$ cat config.mk
export PLATFORM = sky130hd
export DESIGN_NAME = line_buf_ctrl
export DESIGN_NICKNAME = d
export VERILOG_FILES = /design/src/rtl/line_buf_ctrl.sv
export SDC_FILE = /design/constraint.sdc
export NUM_CORES = 1
export LEC_CHECK = 0
export ABC_AREA = 1
export ABC_CLOCK_PERIOD_IN_PS = 1600
export CAP_MARGIN = 15
export CORE_ASPECT_RATIO = 0.9
export CORE_UTILIZATION = 40
export DETAILED_ROUTE_END_ITERATION = 12
export PLACE_DENSITY_LB_ADDON = 0.05
export SLEW_MARGIN = 25
export SYNTH_ARGS = -nofsm -noshare
export SYNTH_HDL_FRONTEND = slang
export SYNTH_SLANG_ARGS = --single-unit
$ cat constraint.sdc
create_clock -name clk_i -period 1.6 [get_ports clk_i]
set_clock_uncertainty 0.05 [all_clocks]
set_input_delay 0.24 -clock clk_i [delete_from_list [all_inputs] [get_ports clk_i]]
set_output_delay 0.24 -clock clk_i [all_outputs]
set_load 0.01 [all_outputs]
$ cat src/rtl/line_buf_ctrl.sv
// Sequencer for a cascaded 3-row line buffer built from two external 1-cycle-latency line RAMs.
// RAM A holds row r-1 and RAM B holds row r-2. One vertical 3-pixel column is emitted per accepted pixel.
module line_buf_ctrl #(
   parameter int WIDTH     = 640,
   parameter int HEIGHT    = 480,
   parameter int ADDR_BITS = 10,
   parameter int ROW_BITS  = 9
) (
   input  logic                 clk_i,
   input  logic                 rst_ni,
   input  logic                 in_valid_i,
   input  logic                 in_sof_i,
   input  logic [7:0]           in_data_i,
   output logic                 ram_we_o,
   output logic [ADDR_BITS-1:0] ram_waddr_o,
   output logic [7:0]           ram_a_wdata_o,
   output logic [7:0]           ram_b_wdata_o,
   output logic [ADDR_BITS-1:0] ram_raddr_o,
   input  logic [7:0]           ram_a_rdata_i,
   input  logic [7:0]           ram_b_rdata_i,
   output logic                 win_valid_o,
   output logic [7:0]           win_top_o,
   output logic [7:0]           win_mid_o,
   output logic [7:0]           win_bot_o,
   output logic [ADDR_BITS-1:0] win_col_o,
   output logic [ROW_BITS-1:0]  win_row_o,
   output logic                 frame_done_o,
   output logic                 busy_o,
   output logic                 err_unsync_o
);

   localparam logic [ADDR_BITS-1:0] LAST_COL  = ADDR_BITS'(WIDTH - 1);
   localparam logic [ROW_BITS-1:0]  LAST_ROW  = ROW_BITS'(HEIGHT - 1);
   localparam logic [ROW_BITS-1:0]  ROW_ONE   = ROW_BITS'(1);
   localparam logic [ROW_BITS-1:0]  FIRST_WIN = ROW_BITS'(2);

   typedef enum logic [1:0] {
      ST_IDLE,
      ST_FILL,
      ST_STREAM,
      ST_DONE
   } state_t;

   state_t               state_q, state_d;
   logic [ADDR_BITS-1:0] col_q, col_d;
   logic [ROW_BITS-1:0]  row_q, row_d;
   logic [ADDR_BITS-1:0] raddr_q, raddr_d;
   logic                 err_q, err_d;

   logic                 s1_valid_q;
   logic [7:0]           s1_pix_q;
   logic [ADDR_BITS-1:0] s1_col_q;
   logic [ROW_BITS-1:0]  s1_row_q;

   logic                 win_valid_q;
   logic [7:0]           win_top_q, win_mid_q, win_bot_q;
   logic [ADDR_BITS-1:0] win_col_q;
   logic [ROW_BITS-1:0]  win_row_q;
   logic                 frame_done_q;

   logic                 in_frame;
   logic                 sof_px;
   logic                 accept;
   logic [ADDR_BITS-1:0] acc_col;
   logic [ROW_BITS-1:0]  acc_row;
   logic                 acc_last_col;

   // A start-of-frame pixel is always (0,0), regardless of where the counters were.
   always_comb begin
      in_frame     = (state_q == ST_FILL) || (state_q == ST_STREAM);
      sof_px       = in_valid_i && in_sof_i;
      accept       = sof_px || (in_valid_i && in_frame);
      acc_col      = sof_px ? '0 : col_q;
      acc_row      = sof_px ? '0 : row_q;
      acc_last_col = (acc_col == LAST_COL);
   end

   always_comb begin
      col_d   = col_q;
      row_d   = row_q;
      raddr_d = raddr_q;
      if (accept) begin
         raddr_d = acc_col;
         if (acc_last_col) begin
            col_d = '0;
            row_d = (acc_row == LAST_ROW) ? '0 : acc_row + ROW_ONE;
         end else begin
            col_d = acc_col + ADDR_BITS'(1);
            row_d = acc_row;
         end
      end
   end

   always_comb begin
      state_d = state_q;
      err_d   = err_q;
      if (sof_px) begin
         state_d = ST_FILL;
         err_d   = 1'b0;
      end else begin
         case (state_q)
            ST_IDLE: begin
               if (in_valid_i) err_d = 1'b1;
            end
            ST_FILL: begin
               if (accept && acc_last_col && (acc_row == ROW_ONE)) state_d = ST_STREAM;
            end
            ST_STREAM: begin
               if (accept && acc_last_col && (acc_row == LAST_ROW)) state_d = ST_DONE;
            end
            ST_DONE: begin
               state_d = ST_IDLE;
            end
            default: begin
               state_d = ST_IDLE;
            end
         endcase
      end
   end

   always_ff @(posedge clk_i or negedge rst_ni) begin
      if (!rst_ni) begin
         state_q <= ST_IDLE;
         col_q   <= '0;
         row_q   <= '0;
         raddr_q <= '0;
         err_q   <= 1'b0;
      end else begin
         state_q <= state_d;
         col_q   <= col_d;
         row_q   <= row_d;
         raddr_q <= raddr_d;
         err_q   <= err_d;
      end
   end

   // Stage 1: the accepted pixel waits here while its RAM read completes.
   always_ff @(posedge clk_i or negedge rst_ni) begin
      if (!rst_ni) begin
         s1_valid_q <= 1'b0;
         s1_pix_q   <= '0;
         s1_col_q   <= '0;
         s1_row_q   <= '0;
      end else begin
         s1_valid_q <= accept;
         if (accept) begin
            s1_pix_q <= in_data_i;
            s1_col_q <= acc_col;
            s1_row_q <= acc_row;
         end
      end
   end

   always_ff @(posedge clk_i or negedge rst_ni) begin
      if (!rst_ni) begin
         win_valid_q  <= 1'b0;
         win_top_q    <= '0;
         win_mid_q    <= '0;
         win_bot_q    <= '0;
         win_col_q    <= '0;
         win_row_q    <= '0;
         frame_done_q <= 1'b0;
      end else begin
         win_valid_q  <= s1_valid_q && (s1_row_q >= FIRST_WIN);
         frame_done_q <= s1_valid_q && (s1_row_q == LAST_ROW) && (s1_col_q == LAST_COL);
         if (s1_valid_q) begin
            win_top_q <= ram_b_rdata_i;
            win_mid_q <= ram_a_rdata_i;
            win_bot_q <= s1_pix_q;
            win_col_q <= s1_col_q;
            win_row_q <= s1_row_q - ROW_ONE;
         end
      end
   end

   // Write-back shifts the column down one row: new pixel into A, A's old pixel into B.
   always_comb begin
      ram_we_o      = s1_valid_q;
      ram_waddr_o   = s1_col_q;
      ram_a_wdata_o = s1_pix_q;
      ram_b_wdata_o = s1_valid_q ? ram_a_rdata_i : 8'd0;
      ram_raddr_o   = raddr_d;
      win_valid_o   = win_valid_q;
      win_top_o     = win_top_q;
      win_mid_o     = win_mid_q;
      win_bot_o     = win_bot_q;
      win_col_o     = win_col_q;
      win_row_o     = win_row_q;
      frame_done_o  = frame_done_q;
      busy_o        = in_frame;
      err_unsync_o  = err_q;
   end

endmodule
==> results <==
- The flow ran to the end, but the final reports show violations.
- The checks that failed: setup timing.
- The global route total overflow is 0.
- The path class of the lowest-slack min-delay path is input port to asynchronous set/reset pin.
- The die boundary height is 107 µm.
- The count of cells along the worst register-to-register path is 10.
- The final number of setup-violating endpoints is 48.
- The count of nets left with antenna violations once routing finished came out at 0.
- Along the worst path, the maximum fanout reaches 9.
- The final-report hold violation count is 0.
- Counting the buffers created by CTS gives 9.
- 0 antenna diodes ended up in the layout.
- The H-tree was split into 3 levels.
- TritonCTS built the clock tree.
- For this design, the slowest cell found on the critical path is dfrtp_1.
- Clock tree synthesis selected as its root buffer the cell clkbuf_16.
- The net count after synthesis is 635.
- The placeable core region is 11700 µm².
- Of the total power, the share spent switching nets is 0.378.
- The cell with the most instances after synthesis is nand2_1.
- In the post-route analysis, the smallest setup slack over all paths is -0.393 ns.
- After routing, the total negative slack on setup checks comes to -6.05 ns.
- The maximum operating frequency is 502 MHz.
- The number of nets in the layout is 862.
- The number of buffers and inverters on the critical path is 4.
- The commonest cells after synthesis are nand2_1 (242), dfrtp_1 (105), inv_1 (57), o21ai_0 (38), nor2_1 (34).
- The longest clock path from root to sink contains 2 buffers.
- By instance count, the cell type seen most on the critical path is nand2_4.
- The share of Yosys cell area claimed by the top area cell type is 0.539.
- The routability-driven placement congestion ratio is around 0.89.
- The met1 track demand over resource in global routing is 0.301.
- Clock tree synthesis found a total of between 100 and 150 sinks.
- The internal power of the cells is ~0.0087 W.
- The sequential cell fraction of total power is 0.308.
- The worst path in the final design needs a cycle of around 2.0 ns, including I/O delays and setup.
- The clock transition at the registers of the reported paths is around 0.08 ns.
- For this run, the share of the core covered by cells in the final layout is 0.689.
- The actual transition at the worst max-transition pin is 0.413 ns.
- The cell area after placement is 6820 µm².
- The stage delay of the slowest cell on the critical path is about 0.38 ns.
- Power spread over the standard cell area amounts to 1730 nW/µm².
- Relative to the synthesized area, the layout overhead comes to 64.9%.
- The number of global-route vias before repair came to around 4600.
- The netlist uses 32 different library cells.
- The via total after detailed routing is approximately 4700.
- The clock insertion delay at the later pin of the skew report is around 0.35 ns.
- The part of the power in the clock network is 0.167.
- The tool flagged a number of max-cap violations equal to 0.
- In the routed design, unresolved DRC markers number 0.
- The endpoint type of the worst setup path is an output port.
- The die covers approximately 13000 µm².
- The flip-flop cell with the highest count after synthesis is dfrtp_1.
- In this run the cell area of the synthesized design comes to between 4000 and 5000 µm².
- For this configuration, the core starts out at a cell density of 0.418.
- The synthesized netlist cell count is approximately 600.
- The share of synthesized registers carrying an async set or reset is 1.00.
- The total routing resource utilization after global routing is 0.234.
- The finished cells cover between 8000 and 9000 µm².
- The arrival time at the worst endpoint is about 1.7 ns.
- The dominant delay contributor by cell family on the critical path is flip-flops.
- After layout, the design draws a total of between 0.01 and 0.015 W.
- The first global-routing pass estimated 23000 µm of wire.
- In the global route stage, met3 resource usage came out at 0.0548.
- For the worst setup path, the data required time is ~1.3 ns.
- Row generation in the floorplan step produced 37 rows.
- The number of DRC violations after detailed-routing iteration 0 is about 300.
- The final cycle utilization of the critical path is 1.25.
- The I/O pin count is around 110.
- The width of the die is roughly 120 µm.
- STA classifies the critical path startpoint as a flop.
- The worst pin sits at a relative slew slack of 0.725.
- The share of cells above drive strength 1 is 0.337.
- The busiest layer in global routing is met2.
- Traced cell by cell, the critical path runs through inv_2 > ha_4 > nand2_4 > nand2_4 > inv_6 > buf_12 > nand2_1 > nand2_2 > buf_6.
- The number of enable-type register cells in the synthesized netlist is 0.
- The critical path start-end classification is flop to output port.
- In this run the power spent charging and discharging nets is 0.00525 W.
- The number of antenna violations at the first check in global routing is 0.
- For this run, the number of Yosys warnings is 0.
- The part of the Yosys area used for sequential elements is 0.539.
- dfrtp_1 takes more of the synthesized area than any other cell.
- Setup repair after global routing could not meet its margin everywhere.
- The count of state elements after synthesis is between 100 and 150.
- The final HPWL from detailed placement is about 9600 µm.
- The critical path depth in cells is 9.
- The wire length reported by the detailed router is approximately 15000 µm.
- The average wire per cell in the routed design is between 15 and 20 µm.
- VDD sags by at most roughly 0.0010 V.
- The mean cell area of the mapped netlist is 8.17 µm².
- Before antenna repair, the detailed router went through 4 iterations.
- Yosys attributes the largest share of cell area to dfrtp_1 (54%), nand2_1 (19%), inv_1 (4.4%), o21ai_0 (3.9%), nand3_1 (2.9%).
- The average vias per placed instance is just under 5.
- The pin count of the biggest net entering global routing is 44.
- For this run, global-route usage on met2 was measured as 0.398.
- The quantity of I/O buffers inserted on ports is roughly 110.
- For this design the static power due to leakage is 4.36 nW.
- The total count of max-transition violations in the final report came to 0.
- Of the total power, combinational logic draws 0.526.
## flip-flops by register name, indices dropped and copies added, names as in the netlist
signal / cells
win_valid_o: 1
ram_a_wdata_o: 8
col_q: 10
row_q: 9
win_mid_o: 8
win_top_o: 8
raddr_q: 10
ram_we_o: 1
frame_done_o: 1
win_bot_o: 8
state_q: 2
s1_row_q: 9
err_unsync_o: 1
ram_waddr_o: 10
win_col_o: 10
win_row_o: 9
## routing by layer
| layer | vias to the layer above | part of all wire |
|---|---|---|
| met5 | - | 0 |
| met4 | 0 | 0.015 |
| met3 | 18 | 0.047 |
| met2 | 140 | 0.49 |
| met1 | 2236 | 0.45 |
| li1 | 2340 | - |
## placed cells by master, fill, tap and decap left out, types with 2 or more instances in the layout
| cell type | Yosys | routed |
|---|---|---|
| nor2_4 | 1 | 7 |
| dlymetal6s2s_1 | 0 | 22 |
| ha_4 | 0 | 3 |
| nand4_1 | 9 | 9 |
| o211ai_1 | 2 | 2 |
| buf_2 | 7 | 3 |
| inv_8 | 0 | 2 |
| a21oi_1 | 8 | 4 |
| nor2_1 | 34 | 25 |
| ha_1 | 10 | 7 |
| nand3_1 | 28 | 19 |
| nand2_1 | 242 | 203 |
| nand2_2 | 4 | 34 |
| clkbuf_2 | 0 | 5 |
| nand2_4 | 2 | 10 |
| nor3_2 | 2 | 3 |
| inv_2 | 1 | 13 |
| nand3_4 | 1 | 2 |
| xor2_1 | 6 | 6 |
| nor3_1 | 4 | 3 |
| nand3_2 | 0 | 8 |
| buf_16 | 0 | 2 |
| dfrtp_1 | 105 | 104 |
| buf_8 | 0 | 4 |
| o21ai_2 | 0 | 16 |
| o21ai_0 | 38 | 19 |
| xnor2_1 | 3 | 3 |
| nor2_2 | 3 | 7 |
| inv_4 | 0 | 3 |
| buf_4 | 1 | 99 |
| buf_6 | 2 | 21 |
| clkdlybuf4s50_1 | 0 | 60 |
| dlygate4sd2_1 | 0 | 9 |
| o21ai_1 | 5 | 8 |
| o22ai_2 | 0 | 3 |
| clkbuf_16 | 0 | 13 |
| a21oi_2 | 1 | 4 |
| buf_12 | 0 | 5 |
| inv_1 | 57 | 41 |
## logic make-up after synthesis
logic type / count (synthesis) / share of synthesized area
compound gates: 60 / 0.0654
buf+inv: 81 / 0.0680
fa+ha+maj: 10 / 0.0257
simple gates: 332 / 0.286
flops: 105 / 0.539
xor+xnor: 9 / 0.0162
## final cells by class
class	instances	area, µm²
well taps	156	195
clock inverters	7	90.1
inverters	59	234
flip-flops and latches	105	2630
clock buffers	9	225
fillers	901	3630
multi-input cells	412	2320
repair buffers	237	2340
## worst paths after layout
check,from,endpoint,slack (ns)
setup / recovery,state_q[0]$_DFFE_PN0P_,ram_raddr_o[3],-0.39
max in group asynchronous,rst_ni,ram_we_o$_DFF_PN0_,0.61
hold / removal,rst_ni,win_top_o[7]$_DFFE_PN0P_,0.30
setup reg to reg,state_q[0]$_DFFE_PN0P_,col_q[6]$_DFFE_PN0N_,-0.13
hold reg to reg,win_top_o[3]$_DFFE_PN0P_,win_top_o[3]$_DFFE_PN0P_,0.42
min in group clk_i,in_data_i[1],ram_a_wdata_o[1]$_DFFE_PN0N_,0.38
## power groups by stage
stage	logic [W]	clock network, W	registers (W)
after global placement	0.00589	0	0.00425
after CTS	0.00664	0.00238	0.00426
final	0.00732	0.00232	0.00428
after global routing	0.00793	0.00249	0.00440
after detailed placement	0.00597	0	0.00429
after floorplan	0.00237	0	0.00457
## through the flow
stage / instances / hold slack [ns] / setup WS, ns
2_1_floorplan: 597 / -0.106 / -0.132
3_3_place_gp: 927 / 0.149 / -0.704
3_5_place_dp: 927 / 0.151 / -0.798
4_1_cts: 968 / 0.304 / -0.402
5_1_grt: 985 / 0.329 / -0.447
6_report: 985 / 0.299 / -0.393
## timing repair
action / in CTS / in global routing
hold buffers: 1 / 0
endpoints found under the hold margin: 28 / 0
resized for setup: 147 / 124
pin swaps: 15 / 24
gates cloned: 4 / 4
buffers inserted: 20 / 17
endpoints found under the setup margin: 59 / 84
No activity file was read; power rests on OpenSTA's default activity.
